$ cat config.mk
export PLATFORM = sky130hd
export DESIGN_NAME = branch_flush_ctrl
export DESIGN_NICKNAME = d
export VERILOG_FILES = /design/src/rtl/branch_flush_ctrl_pkg.sv /design/src/rtl/branch_flush_ctrl_cond_eval.sv /design/src/rtl/branch_flush_ctrl.sv
export SDC_FILE = /design/constraint.sdc
export NUM_CORES = 1
export LEC_CHECK = 0
export CAP_MARGIN = 10
export CORE_ASPECT_RATIO = 0.9
export CORE_UTILIZATION = 39
export DETAILED_ROUTE_END_ITERATION = 6
export PLACE_DENSITY = 0.85
export SYNTH_ARGS = -nofsm -noshare
export SYNTH_HDL_FRONTEND = slang
export SYNTH_SLANG_ARGS = --single-unit
$ cat constraint.sdc
create_clock -name clk -period 4.7 [get_ports clk]
set_input_delay 1.41 -clock clk [delete_from_list [all_inputs] [get_ports clk]]
set_output_delay 1.41 -clock clk [all_outputs]
set_load 0.005 [all_outputs]
$ cat src/rtl/branch_flush_ctrl_pkg.sv
// Shared definitions for the execute-stage branch/flush control slice:
// branch condition codes, FSM state encodings and the default target width.
package branch_flush_ctrl_pkg;

    localparam int ADDR_W_DEF = 16;

    typedef enum logic [2:0] {
        BR_BEQ  = 3'b000,
        BR_BNE  = 3'b001,
        BR_BLTZ = 3'b010,
        BR_BGEZ = 3'b011,
        BR_BLEZ = 3'b100,
        BR_BGTZ = 3'b101,
        BR_J    = 3'b110,
        BR_RSVD = 3'b111
    } br_type_e;

    typedef enum logic {
        ST_IDLE  = 1'b0,
        ST_FLUSH = 1'b1
    } state_e;

    // Condition outcome for one branch type given the result's zero/sign flags.
    function automatic logic br_cond(input br_type_e br_type, input logic zero, input logic neg);
        logic hit;
        hit = 1'b0;
        case (br_type)
            BR_BEQ:  hit = zero;
            BR_BNE:  hit = !zero;
            BR_BLTZ: hit = neg;
            BR_BGEZ: hit = !neg;
            BR_BLEZ: hit = neg | zero;
            BR_BGTZ: hit = !neg & !zero;
            BR_J:    hit = 1'b1;
            default: hit = 1'b0;
        endcase
        return hit;
    endfunction

endpackage

$ cat src/rtl/branch_flush_ctrl_cond_eval.sv
// Purely combinational branch condition decoder (type + ALU result -> cond).
// Kept standalone so early-branch logic can reuse it.
module branch_cond_eval
    import branch_flush_ctrl_pkg::*;
(
    input  logic [2:0]  branchtype_i,
    input  logic [31:0] alu_result_i,
    output logic        cond_o
);

    logic       zero;
    logic       neg;
    logic [7:0] hit_vec;

    assign zero = (alu_result_i == 32'd0);
    assign neg  = alu_result_i[31];

    // Evaluate every condition in parallel, then select by the type code.
    generate
        for (genvar gi = 0; gi < 8; gi++) begin : g_cond
            assign hit_vec[gi] = br_cond(br_type_e'(3'(gi)), zero, neg);
        end
    endgenerate

    assign cond_o = hit_vec[branchtype_i];

endmodule

$ cat src/rtl/branch_flush_ctrl.sv
// Branch resolve, fetch redirect and wrong-path flush FSM for the end of execute.
// Optional saturating statistics counters enabled with BRANCH_STATS_EN.
module branch_flush_ctrl
    import branch_flush_ctrl_pkg::*;
#(
    parameter int FLUSH_DEPTH = 5,
    parameter int ADDR_W      = ADDR_W_DEF
) (
    input  logic              clk,
    input  logic              rst,
    input  logic              stall_i,
    input  logic              branchen_i,
    input  logic [2:0]        branchtype_i,
    input  logic [ADDR_W-1:0] branchtarget_i,
    input  logic [31:0]       alu_result_i,
    output logic              pc_load_o,
    output logic [ADDR_W-1:0] pc_target_o,
    output logic              flush_o,
    output logic              busy_o
`ifdef BRANCH_STATS_EN
    ,
    output logic [15:0]       taken_cnt_o,
    output logic [15:0]       flush_cyc_cnt_o
`endif
);

    localparam int CNT_W = $clog2(FLUSH_DEPTH + 1);

    state_e            state_reg, state_next;
    logic [CNT_W-1:0]  cnt_reg, cnt_next;
    logic              pc_load_reg, pc_load_next;
    logic [ADDR_W-1:0] pc_target_reg, pc_target_next;
    logic              flush_reg, flush_next;
    logic              busy_reg, busy_next;
    logic              cond;
    logic              taken;

    branch_cond_eval u_cond (
        .branchtype_i (branchtype_i),
        .alu_result_i (alu_result_i),
        .cond_o       (cond)
    );

    // Anything presented while flushing is wrong-path, including the exit cycle.
    assign taken = branchen_i & cond & !stall_i & (state_reg == ST_IDLE);

    always_ff @(posedge clk) begin
        if (rst) begin
            state_reg     <= ST_IDLE;
            cnt_reg       <= '0;
            pc_load_reg   <= 1'b0;
            pc_target_reg <= '0;
            flush_reg     <= 1'b0;
            busy_reg      <= 1'b0;
        end else begin
            state_reg     <= state_next;
            cnt_reg       <= cnt_next;
            pc_load_reg   <= pc_load_next;
            pc_target_reg <= pc_target_next;
            flush_reg     <= flush_next;
            busy_reg      <= busy_next;
        end
    end

    always_comb begin
        state_next     = state_reg;
        cnt_next       = cnt_reg;
        pc_load_next   = 1'b0;
        pc_target_next = pc_target_reg;
        flush_next     = flush_reg;
        busy_next      = busy_reg;
        case (state_reg)
            ST_IDLE: begin
                flush_next = 1'b0;
                busy_next  = 1'b0;
                if (taken) begin
                    state_next     = ST_FLUSH;
                    cnt_next       = CNT_W'(FLUSH_DEPTH - 1);
                    pc_load_next   = 1'b1;
                    pc_target_next = branchtarget_i;
                    flush_next     = 1'b1;
                    busy_next      = 1'b1;
                end
            end
            ST_FLUSH: begin
                // pc_load stays a single-cycle pulse even if a stall lands on it.
                if (!stall_i) begin
                    if (cnt_reg == '0) begin
                        state_next = ST_IDLE;
                        flush_next = 1'b0;
                        busy_next  = 1'b0;
                    end else begin
                        cnt_next = cnt_reg - 1'b1;
                    end
                end
            end
            default: begin
                state_next = ST_IDLE;
                flush_next = 1'b0;
                busy_next  = 1'b0;
            end
        endcase
    end

    assign pc_load_o   = pc_load_reg;
    assign pc_target_o = pc_target_reg;
    assign flush_o     = flush_reg;
    assign busy_o      = busy_reg;

`ifdef BRANCH_STATS_EN
    logic [15:0] taken_cnt_reg;
    logic [15:0] flush_cyc_cnt_reg;

    always_ff @(posedge clk) begin
        if (rst) begin
            taken_cnt_reg     <= '0;
            flush_cyc_cnt_reg <= '0;
        end else begin
            if (taken && (taken_cnt_reg != 16'hFFFF))
                taken_cnt_reg <= taken_cnt_reg + 1'b1;
            if (flush_reg && (flush_cyc_cnt_reg != 16'hFFFF))
                flush_cyc_cnt_reg <= flush_cyc_cnt_reg + 1'b1;
        end
    end

    assign taken_cnt_o     = taken_cnt_reg;
    assign flush_cyc_cnt_o = flush_cyc_cnt_reg;
`endif

endmodule

After elaboration in Yosys (flattened, before gate mapping)

Cells that the tools add are included.

Mux-type cells: 13
Bitwise logic cells: 6
Equal/unequal tests: 4
Order comparisons: 1
Reduce and logical (&&, ||, !) cells: 9
Add/subtract/negate cells: 1

Operators with widths:

| kind                  | count |
|---|---|
| $logic_not A32 Y1     | 1 |
| $mux W3               | 3 |
| $mux W1               | 6 |
| $ne A2 B2 Y1 const B  | 3 |
| $pmux W3 S2           | 1 |
| $and A1 B1 Y1         | 4 |
| $lt A3 B4 Y1 const B  | 1 |
| $pmux W1 S2           | 2 |
| $reduce_and A2 Y1     | 2 |
| $bmux W1 S3           | 1 |
| $logic_not A1 Y1      | 3 |
| $logic_not A3 Y1      | 1 |
| $reduce_and A3 Y1     | 1 |
| $sub A3 B1 Y3 const B | 1 |
| $ne A2 B1 Y1 const B  | 1 |
| $reduce_or A2 Y1      | 1 |
| $not A1 Y1            | 1 |
| $or A1 B1 Y1          | 1 |

Register bits: 22
Logic and storage cells: 39
Output and inout bits: 19

Logic depth before layout (Yosys ltp)

Gate-level depths: netlist (run 1).

Depth after elaboration: 10
Gate-level depth with buffers: 7
Mapped depth without buffers: 7

By module

From an unflattened synthesis (run 1), not the netlist that was laid out.

Cells, all modules: 119
Area, all modules: 1059.8 µm²

By module, submodules not included:

| module            | instances | cells an instance | area an instance (µm²) |
|---|---|---|---|
| branch_flush_ctrl | 1         | 105               | 959.7 |
| branch_cond_eval  | 1         | 14                | 100.1 |

Worst setup path after synthesis (run 1)

Ideal clock, no wire load.

Path type: input to register
Start: input stall_i
End: register pc_target_reg[0] (netlist: pc_target_o[0])
Data required time: 4628 ps
Stages: 7
Slack: 1748 ps
Data arrival time: 2880 ps
Cell sequence: or3b_4 nor2_2 or4b_1 nand3_1 buf_6 buf_12 mux2i_1

Longest elaborated chain between the ends: 4

RTL lines:

| element                     | line                    | RTL |
|---|---|---|
| from (decl)                 | branch_flush_ctrl.sv:11 | `input logic stall_i,` |
| $logic_not A1 Y1            | n/a                     |  |
| $and A1 B1 Y1 (2 in a row)  | branch_flush_ctrl.sv:45 | `assign taken = branchen_i & cond & !stall_i & (state_reg == ST_IDLE);` |
| $reduce_and A2 Y1 (no line) | n/a                     |  |
| to (signal assigned)        | branch_flush_ctrl.sv:59 | `pc_target_reg <= pc_target_next;` |
| to (decl)                   | branch_flush_ctrl.sv:32 | `logic [ADDR_W-1:0] pc_target_reg, pc_target_next;` |

Every way passes these cells.
A chain may end at the register's enable or synchronous reset.

Worst setup path in the final report (run 1)

Start: input stall_i
End: register pc_target_reg[8] (netlist: pc_target_o[8])

The elaborated chain is that of the path after synthesis.

==> impl_metrics.csv, run 1 <==
group,metric,value,unit
status,run_status,"finished, final reports clean",
placed_design,placement.setup.worst_slack,1050,ps
placed_design,gpl.final_weighted_congestion,0.818,
power,static_power_due_to_leakage,0.666,nW
hold_path,min_path_cells,2,
sta,finalHoldViolations,0,
critical_path,setup.worst_path.start_class,"input pin",
clocking,post_cts.resized_instances,0,
critical_path,timing.critical_path.required,4930,ps
sta,fmaxAchievable,300,MHz
critical_path,cp_endpoint_kind,"flop",
sta,slew_at_the_pin_closest_to_its_max_slew_limit,1020,ps
global_routing,grt_antenna_before_repair,0,
synth,synth-seq-cells,22,
critical_path,timing.critical_path.fanout_max,18,
critical_path,cp.arrival,3570,ps
synth,syn_inst,122,
power,p_int,0.301,mW
critical_path,worst_r2r_endpoint,"pc_target_o[8]",
finish,postLayoutCellArea,0.00193,mm2
hold_path,worst_hold_path_startpoint,"pc_target_o[4]",
power,power_switching,0.0918,mW
sta,skew,2.85,ps
clocking,clock_root_buffer,"sky130_fd_sc_hd__clkbuf_4",
critical_path,worstSetupPathType,"input pin to flop",
sta,slew_headroom,0.316,
synth,yosys_most_used_dff,"sky130_fd_sc_hd__dfxtp_1",
clocking,clkLatencyLatePin,300,ps
power,p_sw_frac,0.233,
floorplan,starting_density,0.418,
global_routing,largest_net_degree_at_the_start_of_global_routing,42,
global_routing,globalRouteOverflowTotal,0,
critical_path,ff2ff_setup_slack,2650,ps
global_routing,grt_first_pass_wirelength,4970,um
sta,report.final.slew_viol_count,0,
clocking,ctsHtreeMaxLevel,1,
floorplan,floorplan.die.width,59.7,um
floorplan,die-area,0.00322,mm2
finish,antenna_cells_inserted,0,
clocking,cts_tree,"yes",
placed_design,place.port_buffers,73,
drt,drt-wirelength-per-cell,12.9,um
sta,finalCriticalPeriod,3340,ps
clocking,ctsLongestPathBuffers,2,
finish,area_delta_synth_final,64.8,%
critical_path,startpoint_of_the_most_critical_register_to_register_path,"state_reg",
power,max-vdd-ir-drop,0.156,mV
placed_design,placed_cell_area,0.00190,mm2
clocking,cts-buffers-inserted,3,
critical_path,crit_start,"stall_i",
drt,route.vias.total,1114,
synth,synth_area_per_cell,9.58,um2
placed_design,hpwl,2400,um
synth,synth-seq-area-share,0.377,
sta,grt_setup_unrepaired,"no",
hold_path,end_point_of_the_most_critical_hold_path,"pc_target_o[4]",
drt,route.detailed.vias_per_inst,4.80,
finish,drive_gt1_frac,0.0573,
drt,detail-route-antenna-nets,0,
drt,postRouteWirelength,2980,um
floorplan,core_area,0.00279,mm2
drt,drcViolationCount,0,
floorplan,die_h,53.9,um
hold_path,min_path_type,"flop to flop",
clocking,post_cts_hold_buffer_count,0,
global_routing,global_route.usage.total,0.206,
critical_path,r2r_cells,6,
sta,report.final.setup_viol,0,
drt,drt_iter0_markers,69,
sta,fin_crit_sh,0.710,
clocking,cts_num_sinks,22,
power,power.share.clock,0.211,
synth,yosys_cell_types,33,
clocking,clock_transition_at_the_registers_of_the_reported_paths,110,ps
synth,syn-cell-area,0.00117,mm2
power,power.share.combinational,0.270,
sta,layout_setup_ws,1360,ps
synth,yosysWarningCount,0,
floorplan,top_level_ports,74,
finish,finalNetCount,251,
sta,setup-tns-final,0,ps
floorplan,rows,18,
global_routing,grt_pass1_vias,1163,
power,power_per_cell_area,204,mW/mm2
synth,syn-num-nets,179,
synth,synth-edff-count,0,
run,drv_cap,0,
finish,largest_register_ff_count,16,
synth,synth-async-reset-ratio,0,
clocking,postCtsSetupBuffers,0,
drt,drt-pass1-iter-count,4,
power,power.sequential.fraction,0.519,
==> placed cells by master (no fill, tap or decap), types with 2 or more instances in the layout <==
cell,instances
sky130_fd_sc_hd__o21ai_0,2
sky130_fd_sc_hd__nor2_1,2
sky130_fd_sc_hd__inv_1,4
sky130_fd_sc_hd__nand2b_1,33
sky130_fd_sc_hd__mux2i_1,16
sky130_fd_sc_hd__nor3_1,2
sky130_fd_sc_hd__clkbuf_4,3
sky130_fd_sc_hd__nor4_1,7
sky130_fd_sc_hd__nand3_1,2
sky130_fd_sc_hd__nand3b_1,2
sky130_fd_sc_hd__ha_1,2
sky130_fd_sc_hd__a21oi_1,4
sky130_fd_sc_hd__clkdlybuf4s50_1,73
sky130_fd_sc_hd__dfxtp_1,22
==> cells in the mapped netlist (2+ instances only) <==
cell type	instances	area, um2
sky130_fd_sc_hd__nand2b_1	33	206
sky130_fd_sc_hd__o21ai_0	2	10.0
sky130_fd_sc_hd__nor2_1	2	7.51
sky130_fd_sc_hd__inv_1	4	15.0
sky130_fd_sc_hd__ha_1	2	25.0
sky130_fd_sc_hd__clkbuf_1	4	15.0
sky130_fd_sc_hd__nand3b_1	2	15.0
sky130_fd_sc_hd__a21oi_1	4	20.0
sky130_fd_sc_hd__dfxtp_1	22	440
sky130_fd_sc_hd__mux2i_1	16	160
sky130_fd_sc_hd__nand3_1	2	10.0
sky130_fd_sc_hd__nor3_1	2	10.0
sky130_fd_sc_hd__nor4_1	7	43.8
==> worst max-delay path, cell delays in order <==
cell,delay (ps)
sky130_fd_sc_hd__clkdlybuf4s50_1,520
sky130_fd_sc_hd__or3b_4,450
sky130_fd_sc_hd__nor2_2,100
sky130_fd_sc_hd__or4b_1,460
sky130_fd_sc_hd__nand3_1,100
sky130_fd_sc_hd__buf_4,290
sky130_fd_sc_hd__mux2i_1,230
==> power groups by stage <==
| stage | Sequential (mW) | Combinational [mW] | Clock [mW] |
|---|---|---|---|
| global placement | 0.208 | 0.104 | 0 |
| finish | 0.204 | 0.106 | 0.0831 |
| detailed placement | 0.208 | 0.106 | 0 |
| CTS | 0.204 | 0.107 | 0.0873 |
| global route | 0.205 | 0.115 | 0.0939 |
| floorplan | 0.208 | 0.0402 | 0 |
==> layout make-up <==
type	count	area, um2
tap	40	50.0
inverter	4	15.0
sequential	22	440
timing repair buffer	74	738
clock buffer	3	22.5
fill	243	867
multi-input combinational	89	659
==> metal layers <==
metal	GRT usage	up-vias	part of all wire
li1	-	567	-
met1	0.231	507	0.42
met2	0.376	32	0.51
met3	0.0529	8	0.043
met4	0.0736	0	0.020
met5	0	-	0
==> kinds of logic after synthesis <==
logic type	synth area share
flops	0.377
mux	0.137
compound gates	0.0717
xor+xnor	0.00750
simple gates	0.318
fa+ha+maj	0.0300
buf+inv	0.0589
==> how the worst max path moves through the flow <==
stage,slack [ps],to
2_1_floorplan,1750,pc_target_o[0]
3_3_place_gp,1130,cnt_reg[0]
3_5_place_dp,1050,pc_target_o[10]
6_report,1360,pc_target_o[8]
4_1_cts,1370,pc_target_o[8]
5_1_grt,1210,pc_target_o[5]
==> per-stage QoR <==
| step | std cells | total power, mW | utilization | hold slack [ps] |
|---|---|---|---|---|
| 6_report | 232 | 0.393 | 0.690 | 484 |
| 5_1_grt | 232 | 0.414 | 0.690 | 510 |
| 4_1_cts | 232 | 0.398 | 0.690 | 489 |
| 3_5_place_dp | 229 | 0.314 | 0.681 | 464 |
| 3_3_place_gp | 229 | 0.312 | 0.681 | 459 |
| 2_1_floorplan | 122 | 0.248 | - | 465 |
(Power assumes the default switching activity.)
==> run 2, diff against run 1 <==
CORE_UTILIZATION = 33   (was 39)
PLACE_DENSITY = 0.77   (was 0.85)
clock period = 2.9 ns   (was 4.7 ns; I/O delays follow)
==> run 2 against run 1 <==
Net effect:
- clock skew about the same
- die area is 18% higher
- combinational power up 66%
- clock-buffer cell count unchanged
- power rose by 100%
==> impl_metrics.csv, run 2 (same netlist as run 1, synthesis figures left out) <==
group,metric,value,unit
drt,postRouteWirelength,2870,um
finish,final_common_cell,"sky130_fd_sc_hd__clkdlybuf4s50_1",
floorplan,starting_density,0.346,
drt,routed.top_layer,"met4",
drt,met1Wirelength,1220,um
drt,drt_iter0_markers,16,
floorplan,floorplan.die.width,64.7,um
status,run_status,"finished, final reports clean",
clocking,clkLatencyLatePin,260,ps
global_routing,grt_first_pass_wirelength,4550,um
clocking,ctsLongestPathBuffers,2,
power,max-vdd-ir-drop,0.175,mV
sta,layout_setup_ws,245,ps
power,power.share.combinational,0.222,
clocking,post_cts_hold_buffer_count,0,
floorplan,core_area,0.00338,mm2
placed_design,gpl.final_weighted_congestion,0.749,
drt,drcViolationCount,0,
finish,finalNetCount,253,
critical_path,cp.depth,7,
sta,skew,2.62,ps
critical_path,timing.critical_path.fanout_max,18,
critical_path,crit_start,"alu_result_i[9]",
drt,route.vias.total,1140,
global_routing,grt_pass1_vias,1112,
floorplan,rows,20,
clocking,clock_transition_at_the_registers_of_the_reported_paths,80,ps
clocking,ctsHtreeMaxLevel,1,
clocking,cts_tree,"yes",
power,power_per_cell_area,395,mW/mm2
hold_path,min_path_type,"flop to flop",
power,power.sequential.fraction,0.416,
placed_design,place.port_buffers,73,
critical_path,worst_path_max_delay_cell,"sky130_fd_sc_hd__or4b_1",
sta,fin_crit_sh,0.915,
run,drv_cap,0,
sta,grt_setup_unrepaired,"no",
critical_path,worstSetupPathType,"input pin to flop",
clocking,cts_num_sinks,22,
critical_path,startpoint_of_the_most_critical_register_to_register_path,"state_reg",
drt,drt-pass1-iter-count,4,
critical_path,setup.worst_path.start_class,"input pin",
critical_path,critical_path.max_stage_delay,550,ps
global_routing,globalRouteOverflowTotal,0,
floorplan,die_h,58.5,um
power,p_sw_frac,0.208,
critical_path,cp_top_family,"simple AND/OR/NAND/NOR gates",
sta,finalCriticalPeriod,2650,ps
sta,report.final.setup_viol,0,
floorplan,die-area,0.00378,mm2
floorplan,top_level_ports,74,
critical_path,worst_r2r_endpoint,"pc_target_o[8]",
sta,finalHoldViolations,0,
drt,drt-wirelength-per-cell,12.0,um
critical_path,ff2ff_setup_slack,900,ps
clocking,postCtsSetupBuffers,0,
critical_path,timing.critical_path.required,3090,ps
sta,slew_at_the_pin_closest_to_its_max_slew_limit,388,ps
drt,route.detailed.vias_per_inst,4.77,
sta,fmaxAchievable,377,MHz
critical_path,cp_endpoint_kind,"flop",
sta,report.final.slew_viol_count,0,
power,power_switching,0.165,mW
critical_path,endpoint,"pc_target_o[8]",
clocking,cts-buffers-inserted,3,
global_routing,largest_net_degree_at_the_start_of_global_routing,42,
drt,met2WireLength,1510,um
finish,antenna_cells_inserted,0,
critical_path,critPathBufInv,2,
finish,largest_register_ff_count,16,
power,power.share.clock,0.362,
drt,detail-route-antenna-nets,0,
critical_path,cp_cell_sequence,"clkdlybuf4s50_1, nor4_1, nand4_1, or4b_1, nand3_1, buf_12, mux2i_1",
global_routing,global_route.usage.total,0.153,
placed_design,placement.setup.worst_slack,-42.5,ps
critical_path,r2r_cells,6,
finish,area_delta_synth_final,71.7,%
placed_design,hpwl,2310,um
power,p_int,0.628,mW
drt,dr_wl_met3,104,um
power,static_power_due_to_leakage,0.701,nW
finish,drive_gt1_frac,0.0718,
global_routing,grt_antenna_before_repair,0,
power,total_power,0.793,mW
finish,most_used_cells_in_the_layout_excluding_fill_and_tap_cells,"73 x sky130_fd_sc_hd__clkdlybuf4s50_1, 33 x sky130_fd_sc_hd__nand2b_1, 22 x sky130_fd_sc_hd__dfxtp_1",
clocking,clock_root_buffer,"sky130_fd_sc_hd__clkbuf_8",
sta,slew_headroom,0.739,
clocking,post_cts.resized_instances,0,
critical_path,cp.arrival,2840,ps
[run 2: cell types whose count changed in the layout (fill, tap and decap cells not counted), sizes merged]
cell / before / now
bufinv: 0 / 1
buf: 1 / 3
[run 2: routing by layer]
layer | vias up | global-route usage
met5 | - | 0
met4 | 0 | 0.0730
met3 | 4 | 0.00969
met2 | 42 | 0.298
met1 | 523 | 0.168
li1 | 571 | -
[run 2: worst min-delay path by stage]
| stage | from | end | slack (ps) | depth (start not counted) |
|---|---|---|---|---|
| 2_1_floorplan | pc_target_o[0] | pc_target_o[0] | 460 | 2 |
| 3_3_place_gp | pc_target_o[1] | pc_target_o[1] | 460 | 2 |
| 3_5_place_dp | pc_target_o[2] | pc_target_o[2] | 460 | 2 |
| 4_1_cts | pc_target_o[3] | pc_target_o[3] | 480 | 2 |
| 5_1_grt | pc_target_o[3] | pc_target_o[3] | 490 | 2 |
| 6_report | pc_target_o[3] | pc_target_o[3] | 470 | 2 |
[run 2: stage by stage]
stage	setup TNS (ps)	instance area [um2]	cells	hold slack (ps)	util
after floorplan	0	1170	122	465	-
after global placement	0	1940	235	457	0.573
after detailed placement	-157	1940	235	462	0.573
after CTS	0	2010	239	477	0.594
after global routing	0	2010	239	486	0.594
final	0	2010	239	473	0.594
[run 2: power by group through the flow]
stage	logic, mW	clock network (mW)	registers, mW
global placement	0.173	0	0.336
CTS	0.178	0.295	0.330
global route	0.188	0.308	0.333
floorplan	0.0652	0	0.337
finish	0.176	0.287	0.330
detailed placement	0.178	0	0.337
[run 2: cell type report]
class | instances | area [um2]
Fill cell | 297 | 1370
Timing Repair Buffer | 76 | 766
Multi-Input combinational cell | 89 | 659
Sequential cell | 22 | 440
Tap cell | 44 | 55.1
Clock buffer | 3 | 41.3
Clock inverter | 1 | 30.0
Inverter | 4 | 15.0
[run 2: worst reg2reg max path, cell delays in order (launching register included)]
cell and delay [ps]:
sky130_fd_sc_hd__dfxtp_1 390, sky130_fd_sc_hd__or3b_4 410, sky130_fd_sc_hd__nor2_2 110, sky130_fd_sc_hd__or4b_1 460, sky130_fd_sc_hd__nand3_1 150, sky130_fd_sc_hd__buf_12 190
sky130_fd_sc_hd__mux2i_1 230
==> run 3, diff against run 2 <==
ABC_AREA = 1   (was default)
CORE_UTILIZATION = 32   (was 33)
PLACE_DENSITY = 0.75   (was 0.77)
==> run 3 against run 2 <==
Net effect:
- via count rose by 13%
- synthesized cell count increased by 51%
- die area is 2.4% higher
- clock skew up 4.4 ps
- critical path depth increased by 5
- fmax up 9.9%
- sequential power increased by 2%
- final cell count grew 26%
- sequential cell count unchanged
- first-iteration DRC count increased to 2.6 times the previous value
- largest power group unchanged
==> impl_metrics.csv, run 3 <==
group,metric,value,unit
synth,synth-async-reset-ratio,0,
sta,finalCriticalPeriod,2420,ps
finish,final_common_cell,"sky130_fd_sc_hd__clkdlybuf4s50_1",
clocking,clock_root_buffer,"sky130_fd_sc_hd__clkbuf_8",
floorplan,die_h,59.1,um
placed_design,post-place-cells,297,
clocking,clock_transition_at_the_registers_of_the_reported_paths,80,ps
sta,setup-tns-final,0,ps
sta,slew_headroom,0.645,
global_routing,grt_pass1_vias,1165,
synth,yosysTopAreaCellShare,0.379,
floorplan,die-area,0.00387,mm2
floorplan,core_area,0.00343,mm2
drt,drt_iter0_markers,42,
synth,syn-num-nets,241,
global_routing,globalRouteOverflowTotal,0,
drt,route.detailed.vias_per_inst,4.29,
sta,report.final.setup_viol,0,
synth,yosys.cell_count.top_type,"sky130_fd_sc_hd__nor2_1",
sta,fin_crit_sh,0.833,
drt,drt-pass1-iter-count,4,
hold_path,min_path_type,"flop to flop",
placed_design,place.port_buffers,73,
drt,postRouteWirelength,2990,um
global_routing,grt_antenna_before_repair,0,
placed_design,gpl.final_weighted_congestion,0.750,
synth,post-synth-top-area-cell,"sky130_fd_sc_hd__dfxtp_1",
floorplan,rows,20,
critical_path,worstSetupPathType,"input pin to flop",
sta,layout_setup_ws,485,ps
finish,area_delta_synth_final,71.0,%
finish,finalNetCount,315,
synth,synth-seq-cells,22,
finish,instances_no_fill,301,
sta,report.final.slew_viol_count,0,
sta,slew_at_the_pin_closest_to_its_max_slew_limit,527,ps
synth,synth-seq-area-share,0.379,
hold_path,end_point_of_the_most_critical_hold_path,"pc_target_o[15]",
clocking,post_cts.resized_instances,0,
status,run_status,"finished, final reports clean",
placed_design,hpwl,2470,um
synth,syn_inst,184,
critical_path,startpoint_of_the_most_critical_register_to_register_path,"cnt_reg[0]",
synth,yosys_most_used_dff,"sky130_fd_sc_hd__dfxtp_1",
power,max-vdd-ir-drop,0.203,mV
placed_design,placement.setup.worst_slack,191,ps
power,power_per_cell_area,412,mW/mm2
critical_path,cp.arrival,2600,ps
run,drv_cap,0,
critical_path,ff2ff_setup_slack,1470,ps
finish,largest_register_ff_count,16,
floorplan,starting_density,0.339,
drt,drcViolationCount,0,
hold_path,min_path_cells,2,
sta,grt_setup_unrepaired,"no",
clocking,cts-buffers-inserted,3,
floorplan,top_level_ports,74,
global_routing,grt_first_pass_wirelength,4970,um
global_routing,global_route.usage.total,0.162,
critical_path,timing.critical_path.required,3090,ps
synth,yosys_cell_types,20,
sta,fmaxAchievable,414,MHz
clocking,cts_num_sinks,22,
critical_path,timing.critical_path.fanout_max,16,
finish,drive_gt1_frac,0.0428,
synth,synth-edff-count,0,
clocking,post_cts_hold_buffer_count,0,
clocking,ctsLongestPathBuffers,2,
finish,antenna_cells_inserted,0,
synth,synth_common_cells,"66 x sky130_fd_sc_hd__nor2_1, 27 x sky130_fd_sc_hd__nand2_1, 22 x sky130_fd_sc_hd__dfxtp_1",
drt,drt-wirelength-per-cell,9.92,um
synth,biggest_area_contributors_in_the_synthesized_netlist,"sky130_fd_sc_hd__dfxtp_1 38%, sky130_fd_sc_hd__nor2_1 21%, sky130_fd_sc_hd__nand2_1 8.7%, sky130_fd_sc_hd__o21ai_0 7.3%, sky130_fd_sc_hd__inv_1 6.8%",
synth,syn-cell-area,0.00116,mm2
critical_path,r2r_cells,7,
power,static_power_due_to_leakage,0.829,nW
drt,detail-route-antenna-nets,0,
synth,synth_area_per_cell,6.31,um2
clocking,cts_tree,"yes",
global_routing,largest_net_degree_at_the_start_of_global_routing,20,
clocking,postCtsSetupBuffers,0,
critical_path,cp_endpoint_kind,"flop",
clocking,clkLatencyLatePin,260,ps
clocking,ctsHtreeMaxLevel,1,
critical_path,worst_r2r_endpoint,"cnt_reg[0]",
sta,finalHoldViolations,0,
floorplan,floorplan.die.width,65.5,um
drt,route.vias.total,1291,
synth,yosysWarningCount,0,
sta,skew,7.00,ps
finish,most_used_cells_in_the_layout_excluding_fill_and_tap_cells,"73 x sky130_fd_sc_hd__clkdlybuf4s50_1, 66 x sky130_fd_sc_hd__nor2_1, 27 x sky130_fd_sc_hd__nand2_1",
critical_path,setup.worst_path.start_class,"input pin",
hold_path,worst_hold_path_startpoint,"pc_target_o[15]",
power,total_power,0.819,mW
## run 3: per-stage QoR
| step | util | hold slack [ps] | area (um2) |
|---|---|---|---|
| floorplan | - | 452 | 1160 |
| global route | 0.579 | 512 | 1990 |
| global placement | 0.558 | 464 | 1910 |
| finish | 0.579 | 484 | 1990 |
| detailed placement | 0.558 | 473 | 1910 |
| CTS | 0.579 | 491 | 1990 |
## run 3: final cells by class
cell class	instances	area [um2]
fillers	334	1440
repair buffers	74	738
multi-input cells	135	598
flip-flops and latches	22	440
inverters	22	82.6
well taps	44	55.1
clock buffers	3	41.3
clock inverters	1	30.0
## run 3: worst max-delay path, cell delays in order
cell                              delay [ps]
sky130_fd_sc_hd__clkdlybuf4s50_1         420
sky130_fd_sc_hd__inv_1                    60
sky130_fd_sc_hd__nand2_1                  80
sky130_fd_sc_hd__nor2_1                   90
sky130_fd_sc_hd__nand2_1                  50
sky130_fd_sc_hd__nor2_1                  100
sky130_fd_sc_hd__nand3_1                  80
sky130_fd_sc_hd__nand3_1                  80
sky130_fd_sc_hd__nand3_2                 260
sky130_fd_sc_hd__inv_2                   320
sky130_fd_sc_hd__nor2_1                   70
sky130_fd_sc_hd__nor2_1                  120
## run 3: logic make-up (layout without fill, tap and decap cells)
kind of cell / Yosys count / count (layout) / share of synthesized area
buf+inv: 27 / 100 / 0.106
simple gates: 109 / 109 / 0.384
xor+xnor: 1 / 1 / 0.00754
compound gates: 23 / 23 / 0.102
fa+ha+maj: 2 / 2 / 0.0215
flops: 22 / 22 / 0.379
## run 3: worst max path at each step
stage	startpoint	endpoint	slack [ps]
detailed placement	alu_result_i[31]	pc_target_o[12]	190
finish	alu_result_i[31]	pc_target_o[12]	480
floorplan	alu_result_i[1]	cnt_reg[0]	1000
global route	alu_result_i[23]	pc_target_o[12]	220
CTS	alu_result_i[31]	pc_target_o[12]	450
global placement	alu_result_i[31]	pc_target_o[10]	250
## run 3: per-layer routing
layer	global-route usage	vias up	share of wire
met5	0	-	0
met4	0.0466	0	0.0084
met3	0.0173	2	0.053
met2	0.283	42	0.46
met1	0.212	539	0.48
li1	-	708	-
## run 3: report_power, final
part	leakage (nW)	internal (mW)	total, mW	switching (mW)
logic	0.613	0.124	0.200	0.0755
clock network	0.0357	0.184	0.283	0.0990
registers	0.180	0.324	0.336	0.0118
